**src/rtl/axis_write_addr.sv**
```systemverilog
// AXI write-address burst generator: splits a stream-word transfer into full AW bursts plus one tail burst.
// Latency: AW valid one cycle after config accept; done one cycle after the last B response.
// Backpressure: AW address/length held while awready is low; config only accepted in IDLE.
//
// Ports:
//   clk, rst                 clock and synchronous active-high reset
//   cfg_address/length       start byte address (beat-aligned) and length in stream words
//   cfg_valid/cfg_ready      config handshake, ready only while idle
//   axi_aw*                  burst address, beats-1, valid/ready
//   axi_b*                   write response channel, ready while bursts are outstanding
//   done                     one-cycle completion pulse
//   error                    sticky non-OKAY response flag, cleared on next config accept
module axis_write_addr #(
    parameter int CONFIG_DWIDTH  = 32,
    parameter int AXI_ADDR_WIDTH = 32,
    parameter int AXI_LEN_WIDTH  = 8,
    parameter int AXI_DATA_WIDTH = 64,
    parameter int CONVERT_SHIFT  = 1
) (
    input  logic                      clk,
    input  logic                      rst,
    input  logic [AXI_ADDR_WIDTH-1:0] cfg_address,
    input  logic [CONFIG_DWIDTH-1:0]  cfg_length,
    input  logic                      cfg_valid,
    output logic                      cfg_ready,
    output logic [AXI_ADDR_WIDTH-1:0] axi_awaddr,
    output logic [AXI_LEN_WIDTH-1:0]  axi_awlen,
    output logic                      axi_awvalid,
    input  logic                      axi_awready,
    input  logic [1:0]                axi_bresp,
    input  logic                      axi_bvalid,
    output logic                      axi_bready,
    output logic                      done,
    output logic                      error
);

    localparam int BEAT_BYTES = AXI_DATA_WIDTH / 8;
    // Low CONVERT_SHIFT bits of the length: any set bit means a partial final beat.
    localparam logic [CONFIG_DWIDTH-1:0] REM_MASK =
        (CONFIG_DWIDTH'(1) << CONVERT_SHIFT) - CONFIG_DWIDTH'(1);

    typedef enum logic [3:0] {
        S_IDLE = 4'b0001,
        S_ADDR = 4'b0010,
        S_WAIT = 4'b0100,
        S_DONE = 4'b1000
    } state_t;

    state_t                      state_q, state_d;
    logic [AXI_ADDR_WIDTH-1:0]   addr_q, addr_d;
    logic [CONFIG_DWIDTH-1:0]    beats_q, beats_d;
    logic [CONFIG_DWIDTH-1:0]    issued_q, issued_d;
    logic [CONFIG_DWIDTH-1:0]    resp_q, resp_d;
    logic [AXI_LEN_WIDTH-1:0]    awlen_q, awlen_d;
    logic                        awvalid_q, awvalid_d;
    logic                        error_q, error_d;

    logic                        cfg_hs, aw_hs, b_hs;
    logic [CONFIG_DWIDTH-1:0]    len_beats;
    logic [CONFIG_DWIDTH-1:0]    burst_beats;
    logic [CONFIG_DWIDTH-1:0]    beats_after_aw;

    // Burst length for the next burst: full when at least 2^AXI_LEN_WIDTH
    // beats remain, otherwise the tail. Only called with b != 0.
    function automatic logic [AXI_LEN_WIDTH-1:0] next_len(input logic [CONFIG_DWIDTH-1:0] b);
        if ((b >> AXI_LEN_WIDTH) != '0)
            return '1;
        else
            return b[AXI_LEN_WIDTH-1:0] - AXI_LEN_WIDTH'(1);
    endfunction

    assign cfg_hs = cfg_valid & cfg_ready;
    assign aw_hs  = awvalid_q & axi_awready;
    assign b_hs   = axi_bvalid & axi_bready;

    // Shift-then-round-up avoids the (len + 2^S - 1) overflow at max length.
    assign len_beats      = (cfg_length >> CONVERT_SHIFT)
                          + CONFIG_DWIDTH'(|(cfg_length & REM_MASK));
    assign burst_beats    = CONFIG_DWIDTH'(awlen_q) + CONFIG_DWIDTH'(1);
    assign beats_after_aw = beats_q - burst_beats;

    // State register
    always_ff @(posedge clk) begin
        if (rst) state_q <= S_IDLE;
        else     state_q <= state_d;
    end

    // Next-state logic
    always_comb begin
        state_d = state_q;
        unique case (state_q)
            S_IDLE: if (cfg_valid) state_d = (len_beats != '0) ? S_ADDR : S_DONE;
            S_ADDR: if (aw_hs && (beats_after_aw == '0)) state_d = S_WAIT;
            // A response landing this cycle counts towards completion.
            S_WAIT: if ((resp_q + CONFIG_DWIDTH'(b_hs)) == issued_q) state_d = S_DONE;
            S_DONE: state_d = S_IDLE;
            default: state_d = S_IDLE;
        endcase
    end

    // State-decoded outputs
    always_comb begin
        cfg_ready  = (state_q == S_IDLE);
        axi_bready = (state_q == S_ADDR) || (state_q == S_WAIT);
        done       = (state_q == S_DONE);
    end

    // Datapath next-state
    always_comb begin
        addr_d    = addr_q;
        beats_d   = beats_q;
        issued_d  = issued_q;
        resp_d    = resp_q;
        awlen_d   = awlen_q;
        awvalid_d = awvalid_q;
        error_d   = error_q;
        if (cfg_hs) begin
            addr_d    = cfg_address;
            beats_d   = len_beats;
            issued_d  = '0;
            resp_d    = '0;
            error_d   = 1'b0;
            awvalid_d = (len_beats != '0);
            awlen_d   = (len_beats != '0) ? next_len(len_beats) : '0;
        end else begin
            if (aw_hs) begin
                addr_d    = addr_q + AXI_ADDR_WIDTH'(burst_beats) * AXI_ADDR_WIDTH'(BEAT_BYTES);
                beats_d   = beats_after_aw;
                issued_d  = issued_q + CONFIG_DWIDTH'(1);
                awvalid_d = (beats_after_aw != '0);
                // Keep the last length on the bus once the final burst is gone.
                if (beats_after_aw != '0) awlen_d = next_len(beats_after_aw);
            end
            if (b_hs) begin
                resp_d = resp_q + CONFIG_DWIDTH'(1);
                if (axi_bresp != 2'b00) error_d = 1'b1;
            end
        end
    end

    always_ff @(posedge clk) begin
        if (rst) begin
            addr_q    <= '0;
            beats_q   <= '0;
            issued_q  <= '0;
            resp_q    <= '0;
            awlen_q   <= '0;
            awvalid_q <= 1'b0;
            error_q   <= 1'b0;
        end else begin
            addr_q    <= addr_d;
            beats_q   <= beats_d;
            issued_q  <= issued_d;
            resp_q    <= resp_d;
            awlen_q   <= awlen_d;
            awvalid_q <= awvalid_d;
            error_q   <= error_d;
        end
    end

    assign axi_awaddr  = addr_q;
    assign axi_awlen   = awlen_q;
    assign axi_awvalid = awvalid_q;
    assign error       = error_q;

endmodule

```
**config.mk**
```make
export PLATFORM = sky130hd
export DESIGN_NAME = axis_write_addr
export DESIGN_NICKNAME = d
export VERILOG_FILES = /design/src/rtl/axis_write_addr.sv
export SDC_FILE = /design/constraint.sdc
export NUM_CORES = 1
export LEC_CHECK = 0
export ABC_CLOCK_PERIOD_IN_PS = 10300
export CORE_MARGIN = 2
export CORE_UTILIZATION = 45
export DETAILED_ROUTE_END_ITERATION = 16
export PLACE_DENSITY_LB_ADDON = 0.08
export SLEW_MARGIN = 10
export SYNTH_ARGS = -nofsm -noshare
export SYNTH_HDL_FRONTEND = slang
export SYNTH_SLANG_ARGS = --single-unit
```
**constraint.sdc**
```tcl
create_clock -name clk -period 10.3 [get_ports clk]
set_input_delay 3.09 -clock clk [delete_from_list [all_inputs] [get_ports clk]]
set_output_delay 3.09 -clock clk [all_outputs]
set_load 0.05 [all_outputs]
```
==> results of run 1 <==
logic make-up (layout without fill, tap and decap cells):
family,Yosys count,after routing,share of synthesized area
and+or+nand+nor,579,579,0.297
xor gates and xnor gates,191,191,0.166
AOI/OAI and AO/OA,233,233,0.162
DFF,142,142,0.283
adders and majority gates,29,29,0.0376
buffers and inverters,108,188,0.0503
muxes,4,4,0.00398
Yosys cell counts (6+ instances only):
| library cell | count |
|---|---|
| ha_1 | 27 |
| nor2b_1 | 6 |
| buf_6 | 6 |
| o21a_1 | 12 |
| nor4_1 | 12 |
| a31oi_1 | 10 |
| and3_1 | 32 |
| a21oi_1 | 47 |
| a211oi_1 | 48 |
| xnor2_1 | 98 |
| nor3b_1 | 6 |
| o21ai_0 | 33 |
| xor2_1 | 93 |
| a21o_1 | 7 |
| nand4_1 | 28 |
| o211ai_1 | 13 |
| nor3_1 | 46 |
| dfxtp_1 | 142 |
| clkbuf_1 | 56 |
| a311oi_1 | 16 |
| and4_1 | 17 |
| nor2_1 | 164 |
| inv_1 | 32 |
| and2_1 | 9 |
| or3_1 | 30 |
| nand2_1 | 112 |
| nand3_1 | 69 |
worst min-delay path: cells and delay by family (launching register included):
| family | cells | cell delay (ps) |
|---|---|---|
| AO/OA/AOI/OAI | 1 | 50 |
| buffers and inverters | 1 | 50 |
| flip-flops | 1 | 310 |
power groups by stage:
| stage | clock network [mW] | registers (mW) | logic, mW |
|---|---|---|---|
| floorplan | 0 | 0.668 | 0.258 |
| global placement | 0 | 0.626 | 0.430 |
| detailed placement | 0 | 0.626 | 0.432 |
| CTS | 0.569 | 0.614 | 0.435 |
| global route | 0.593 | 0.619 | 0.475 |
| finish | 0.558 | 0.615 | 0.436 |
path summary, 6_finish.rpt:
kind / cells after the start / startpoint / to / slack [ps]
worst min-delay path: 2 / error / error / 450
worst max-delay path: 13 / axi_bvalid / state_q[1] / 3800
worst max register to register: 15 / axi_awlen[1] / axi_awlen[0] / 5760
worst min register to register: 2 / error / error / 450
area by class of cell:
class,count,area share
timing repair buffer,123,0.103
inverter,33,0.0105
sequential,142,0.242
clock buffer,18,0.0365
clock inverter,14,0.00819
tap,280,0.0298
multi-input combinational,1036,0.571
state kept, by name, indices dropped and copies added, names as in the netlist:
signal,cells
axi_awaddr,32
axi_awlen,8
axi_awvalid,1
beats_q,32
error,1
issued_q,32
resp_q,32
state_q,4
per-layer routing:
layer | wire [um] | global-route usage | up-vias
li1 | - | - | 4748
met1 | 12700 | 0.294 | 4314
met2 | 12900 | 0.383 | 179
met3 | 819 | 0.0354 | 33
met4 | 403 | 0.0585 | 0
met5 | 0 | 0 | -
metrics by stage:
step	instances	hold slack, ps	area (sq um)	utilization	worst slack, ps
2_1_floorplan	1286	463	10100	-	4120
3_3_place_gp	1614	444	11200	0.513	3460
3_5_place_dp	1614	447	11200	0.513	3360
4_1_cts	1646	459	11800	0.537	3810
5_1_grt	1646	489	11800	0.537	3550
6_report	1646	454	11800	0.537	3800
==> impl_metrics.py, run 1 <==
metrics = {
    "yosys": {
        "ys.flop_type": "dfxtp_1",
        "syn_area_sq_um": 10100,
        "syn-num-nets": 1386,
        "ys_warn_count": 0,
        "synth.avg_cell_area_sq_um": 7.82,
        "synth_edf_count": 0,
        "ys_ff_latch": 142,
        "syn_inst": 1286,
        "synth_top_cell_area_share": 0.283,
        "yosys.area.top_type": "dfxtp_1",
        "ys_top_cells_by_area": "dfxtp_1, xnor2_1, xor2_1",
        "synth.distinct_cells": 82,
        "yosysSeqAreaShare": 0.283,
        "async_reset_ff_frac": 0,
    },
    "timing": {
        "rsz0062_at_grt": "no",
        "setup_viol": 0,
        "maxSlewHeadroom": 0.359,
        "clock_skew_ps": 9.94,
        "worstMarginPinSlew_ps": 953,
        "period_needed_ps": 6500,
        "timing_hold_violations_final": 0,
        "drv_slew": 0,
        "max_freq_mhz": 154,
        "fin_setup_tns_ps": 0,
        "period_share": 0.631,
    },
    "critical_path": {
        "arrival_ps": 6840,
        "cp_slowest_cell": "or4_4",
        "worstSetupStartpointType": "input pin",
        "cp.buffers_inverters": 1,
        "crit_fanout": 8,
        "worst_path_most_repeated_cell": "ha_1",
        "crit_required_ps": 10640,
        "slowest_delay_ps": 560,
        "cpLargestDelayFamily": "simple AND/OR/NAND/NOR gates",
        "crit_path_end_kind": "flip-flop",
        "crit_type": "in -> reg",
        "path_cells": "clkdlybuf4s50_1 > and3_1 > ha_1 > ha_1 > nand3_2 > or3_1 > nor3_4 > xnor2_1 > a211oi_2 > and4_1 > o2111ai_1 > or4_4 > a221oi_2",
    },
    "finish": {
        "num-nets-final": 1453,
        "nFillCells": 2191,
        "area_growth_pct": 17.0,
        "drive_gt1_frac": 0.0483,
        "register_area_sq_um": 2840,
        "final_cell_mix": "nor2_1, dfxtp_1, clkdlybuf4s50_1",
        "final_common_cell": "nor2_1",
        "diodes": 0,
        "multi_input_area_sq_um": 6720,
    },
    "clocking": {
        "ctsResizeCount": 0,
        "worstSkewPairLatency_ps": 430,
        "cts_made_buffers": 17,
        "root_buffer": "clkbuf_16",
        "cts_setup_buffers": 0,
        "cts_tree": "yes",
        "clkSinkCount": 142,
        "clockBufferDepth": 2,
        "postCtsHoldBufs": 0,
        "cts_max_level": 4,
        "path_clk_slew_ps": 60,
    },
    "global_route": {
        "antenna_found_initial": 0,
        "grtUsageTotal": 0.224,
        "grt_max_degree": 75,
        "grt-ovfl-total": 0,
        "first_global_vias": 8488,
        "grt_pass1_wl_um": 43100,
    },
    "routing": {
        "firstDrtPassIters": 5,
        "drt_iter0_markers": 577,
        "viasPerCell": 5.63,
        "drt-total-wl_um": 26900,
        "wl_per_cell_um": 16.3,
        "drc": 0,
        "postRouteAntennaNets": 0,
        "vias": 9274,
    },
    "die": {
        "num_rows": 54,
        "initial_core_util": 0.459,
        "die_w_um": 153,
        "core_area_sq_um": 21900,
        "io_pins": 116,
        "die_y_um": 153,
        "dieArea_sq_um": 23600,
    },
    "power_and_ir_drop": {
        "p_int_mw": 1.06,
        "power-per-cell-area_nw_per_um2": 137,
        "cellLeakagePower_nw": 4.22,
        "ir_drop_v": 0.0000926,
        "p_switching_uw": 555,
        "sw_frac_of_total": 0.345,
        "share_comb_of_total_power": 0.271,
        "finalPower_mw": 1.61,
        "power_frac_clock": 0.347,
        "power_frac_seq": 0.382,
    },
    "run": {
        "cap_violations": 0,
    },
    "placed_design": {
        "dp_hpwl_um": 20100,
        "gp_congestion": 0.906,
        "io_buffers": 115,
    },
    "run_status": {
        "status": "finished, final reports clean",
    },
    "min_path": {
        "hold_path.class": "reg -> reg",
    },
}
No activity file was read; power rests on OpenSTA's default activity.
==> run 2, diff against run 1 <==
Settings changed: ABC_CLOCK_PERIOD_IN_PS 10300 to 6540.
Clock period 10.3 ns to 6.54 ns, I/O delays scaled along.
==> run 2 against run 1 <==
Effect of this change: worst hold slack barely moved; register-to-register slack got worse by 3700 ps; total power increased by 66%; first-iteration DRC count fell by 6.9%; sequential share of layout area is 0.19 points lower; clock power is 81% higher; sequential power up 57%; flip-flop and latch count is the same; clock-buffer cell count rose by 6; combinational power increased by 57%; non-clock buffer count rose by 1.
==> impl_metrics.py, run 2 (synthesis gave the netlist of run 1 again) <==
metrics = {
    "timing": {
        "drv_slew": 0,
        "max_freq_mhz": 187,
        "timing_hold_violations_final": 0,
        "rsz0062_at_grt": "no",
        "worstMarginPinSlew_ps": 1060,
        "whs_ps": 454,
        "setup_viol": 0,
        "period_needed_ps": 5350,
        "maxSlewHeadroom": 0.290,
        "clock_skew_ps": 10.5,
        "period_share": 0.818,
        "fin_setup_tns_ps": 0,
    },
    "routing": {
        "vias": 9234,
        "wl_per_cell_um": 16.3,
        "drt_iter0_markers": 537,
        "drc": 0,
        "postRouteAntennaNets": 0,
        "drt-total-wl_um": 26900,
        "firstDrtPassIters": 5,
        "viasPerCell": 5.60,
    },
    "critical_path": {
        "arrival_ps": 5710,
        "cpLargestDelayFamily": "simple AND/OR/NAND/NOR gates",
        "crit_path_end_kind": "flip-flop",
        "cp_slowest_cell": "o41ai_1",
        "path_cells": "clkdlybuf4s50_1 > and3_1 > ha_1 > ha_1 > nand3_2 > or3_1 > nor3_4 > xnor2_1 > a211oi_2 > and4_1 > o2111ai_1 > o41ai_1 > and4_1",
        "slowest_delay_ps": 590,
        "cp.buffers_inverters": 1,
        "crit_fanout": 8,
        "worstSetupStartpointType": "input pin",
        "crit_required_ps": 6900,
        "crit_type": "in -> reg",
    },
    "clocking": {
        "cts_tree": "yes",
        "root_buffer": "clkbuf_16",
        "cts_made_buffers": 17,
        "clkSinkCount": 142,
        "cts_max_level": 4,
        "worstSkewPairLatency_ps": 420,
        "ctsResizeCount": 0,
        "path_clk_slew_ps": 60,
        "postCtsHoldBufs": 0,
        "cts_setup_buffers": 0,
        "clockBufferDepth": 2,
    },
    "global_route": {
        "grt_pass1_wl_um": 44100,
        "grtUsageTotal": 0.228,
        "antenna_found_initial": 1,
        "grt-ovfl-total": 0,
        "first_global_vias": 8616,
        "grt_max_degree": 81,
    },
    "power_and_ir_drop": {
        "ir_drop_v": 0.000140,
        "cellLeakagePower_nw": 4.26,
        "finalPower_mw": 2.66,
        "power_frac_clock": 0.379,
        "share_comb_of_total_power": 0.257,
        "p_int_mw": 1.81,
        "p_switching_uw": 853,
        "sw_frac_of_total": 0.320,
        "power_frac_seq": 0.363,
        "power-per-cell-area_nw_per_um2": 225,
    },
    "placed_design": {
        "dp_cells": 1615,
        "gp_congestion": 0.913,
        "dp_hpwl_um": 20200,
        "io_buffers": 115,
    },
    "die": {
        "io_pins": 116,
        "initial_core_util": 0.459,
        "die_y_um": 153,
        "dieArea_sq_um": 23600,
        "core_area_sq_um": 21900,
        "num_rows": 54,
        "die_w_um": 153,
    },
    "finish": {
        "drive_gt1_frac": 0.0468,
        "area_growth_pct": 18.0,
        "final_cell_mix": "nor2_1, dfxtp_1, clkdlybuf4s50_1",
        "final_cells": 1648,
        "nFillCells": 2162,
        "final_common_cell": "nor2_1",
        "num-nets-final": 1454,
    },
    "run": {
        "cap_violations": 0,
    },
    "min_path": {
        "hold_path.class": "reg -> reg",
    },
    "run_status": {
        "status": "finished, final reports clean",
    },
}
[run 2: worst min-delay path: cells and delay by family, from the launching register on]
family / cells / cell delay, ps
and+or+nand+nor: 1 / 50
DFF: 1 / 310
AOI/OAI and AO/OA: 1 / 50
[run 2: power by group through the flow]
stage	clock network [mW]	logic, mW	registers, mW
floorplan	0	0.407	1.05
global placement	0	0.680	0.986
detailed placement	0	0.680	0.985
CTS	1.03	0.684	0.967
global route	1.07	0.750	0.975
finish	1.01	0.685	0.968
[run 2: metrics by stage]
stage	util	instance area [sq um]	worst slack [ps]
2_1_floorplan	-	10100	1490
3_5_place_dp	0.514	11200	765
3_3_place_gp	0.514	11200	822
6_report	0.542	11900	1190
5_1_grt	0.542	11900	982
4_1_cts	0.542	11900	1210
[run 2: layout make-up]
type / count / area, sq um / share of cell area
Clock inverter: 8 / 129 / 0.0109
Tap cell: 280 / 350 / 0.0295
Antenna cell: 1 / 2.50 / 0.000211
Inverter: 33 / 124 / 0.0104
Sequential cell: 142 / 2840 / 0.240
Clock buffer: 24 / 482 / 0.0406
Multi-Input combinational cell: 1036 / 6720 / 0.566
Timing Repair Buffer: 124 / 1210 / 0.102
[run 2: routing by layer]
metal / up-vias / global-route usage / share of wire
li1: 4744 / - / -
met1: 4314 / 0.294 / 0.47
met2: 152 / 0.395 / 0.49
met3: 24 / 0.0394 / 0.033
met4: 0 / 0.0581 / 0.013
met5: - / 0 / 0
[run 2: final timing paths]
kind	slack, ps	cells after the start	end	start
hold / removal	450	2	axi_awaddr[1]	axi_awaddr[1]
setup / recovery	1190	13	state_q[3]	axi_bvalid
setup reg to reg	2020	15	axi_awlen[0]	axi_awlen[1]
hold reg to reg	450	2	axi_awaddr[1]	axi_awaddr[1]
==> run 3, diff against run 2 <==
Settings changed: ABC_CLOCK_PERIOD_IN_PS 6540 to 5000.
Clock period 6.54 ns to 5 ns, I/O delays scaled along.
==> run 3 against run 2 <==
Effect of this change: register-to-register slack got worse by 1500 ps; critical path depth unchanged; first-iteration DRC count increased by 3.9%; final area up 0.77%; sequential share of layout area is 0.18 points lower.
==> impl_metrics.py, run 3 (synthesis gave the netlist of run 1 again) <==
metrics = {
    "clocking": {
        "clockBufferDepth": 2,
        "root_buffer": "clkbuf_16",
        "ctsResizeCount": 0,
        "clkSinkCount": 142,
        "path_clk_slew_ps": 60,
        "cts_made_buffers": 17,
        "worstSkewPairLatency_ps": 420,
        "cts_tree": "yes",
        "cts_max_level": 4,
        "postCtsHoldBufs": 0,
        "cts_setup_buffers": 0,
    },
    "timing": {
        "whs_ps": 446,
        "maxSlewHeadroom": 0.284,
        "setup_viol": 0,
        "max_freq_mhz": 219,
        "rsz0062_at_grt": "no",
        "worstMarginPinSlew_ps": 1060,
        "fin_setup_tns_ps": 0,
        "period_needed_ps": 4560,
        "clock_skew_ps": 12.8,
        "drv_slew": 0,
        "period_share": 0.913,
        "timing_hold_violations_final": 0,
    },
    "routing": {
        "drt_iter0_markers": 558,
        "drt-total-wl_um": 27400,
        "firstDrtPassIters": 5,
        "dr_wl_met3_um": 1030,
        "wl_per_cell_um": 16.5,
        "viasPerCell": 5.63,
        "vias": 9333,
        "wl_met1_um": 12400,
        "postRouteAntennaNets": 0,
        "wl_met2_um": 13600,
        "dr.max_layer_used": "met4",
        "drc": 0,
    },
    "run_status": {
        "status": "finished, final reports clean",
    },
    "finish": {
        "drive_gt1_frac": 0.0566,
        "num-nets-final": 1467,
        "final_common_cell": "nor2_1",
        "diodes": 0,
        "area_growth_pct": 18.9,
        "final_cell_mix": "nor2_1, dfxtp_1, clkdlybuf4s50_1",
    },
    "die": {
        "num_rows": 54,
        "io_pins": 116,
        "initial_core_util": 0.459,
        "die_y_um": 153,
        "die_w_um": 153,
        "core_area_sq_um": 21900,
        "dieArea_sq_um": 23600,
    },
    "min_path": {
        "hold_path.class": "reg -> reg",
    },
    "critical_path": {
        "crit_required_ps": 5330,
        "crit_fanout": 4,
        "crit_type": "in -> reg",
        "worstSetupStartpointType": "input pin",
        "arrival_ps": 4890,
        "crit_path_end_kind": "flip-flop",
    },
    "placed_design": {
        "io_buffers": 115,
        "gp_congestion": 0.939,
        "dp_hpwl_um": 20600,
    },
    "global_route": {
        "grt_max_degree": 70,
        "first_global_vias": 8772,
        "grt-ovfl-total": 0,
        "grtUsageTotal": 0.229,
        "grt_pass1_wl_um": 44400,
        "antenna_found_initial": 0,
    },
    "power_and_ir_drop": {
        "ir_drop_v": 0.000178,
        "cellLeakagePower_nw": 4.32,
        "power-per-cell-area_nw_per_um2": 291,
    },
    "run": {
        "cap_violations": 0,
    },
}
run 3: layout make-up:
class	count	area [sq um]
Fill cell	2157	9940
Multi-Input combinational cell	1036	6720
Sequential cell	142	2840
Timing Repair Buffer	137	1310
Clock buffer	21	470
Tap cell	280	350
Clock inverter	9	136
Inverter	33	124
run 3: worst paths after layout:
path | start | to | slack [ps] | cells after the start
max reg2reg | axi_awlen[1] | axi_awlen[0] | 480 | 15
min | error | error | 450 | 2
min reg2reg | error | error | 450 | 2
max | axi_bvalid | state_q[1] | 440 | 13
run 3: metrics by stage:
step / utilization / instances / cell area [sq um] / power [mW] / setup WS [ps]
6_report: 0.546 / 1658 / 12000 / 3.48 / 437
4_1_cts: 0.546 / 1658 / 12000 / 3.50 / 488
2_1_floorplan: - / 1286 / 10100 / 1.91 / 407
3_5_place_dp: 0.518 / 1628 / 11300 / 2.18 / 63.8
3_3_place_gp: 0.518 / 1628 / 11300 / 2.18 / 152
5_1_grt: 0.546 / 1658 / 12000 / 3.64 / 222
run 3: layer usage:
metal,track usage,vias to the layer above
li1,-,4764
met1,0.293,4343
met2,0.408,205
met3,0.0340,21
met4,0.0502,0
met5,0,-
run 3: critical path, cell delays in order:
cell	delay (ps)
clkdlybuf4s50_1	480
and3_1	190
ha_1	180
ha_1	230
nand3_2	100
or3_1	500
nor3_4	220
xnor2_1	100
a211oi_2	180
and4_1	210
o2111ai_1	150
or4_4	560
a221oi_2	280
run 3: power breakdown:
| part | internal (mW) | switching (mW) | leakage (nW) | total, mW |
|---|---|---|---|---|
| combinational | 0.351 | 0.549 | 2.87 | 0.899 |
| clock | 0.820 | 0.492 | 0.291 | 1.31 |
| sequential | 1.19 | 0.0747 | 1.16 | 1.27 |
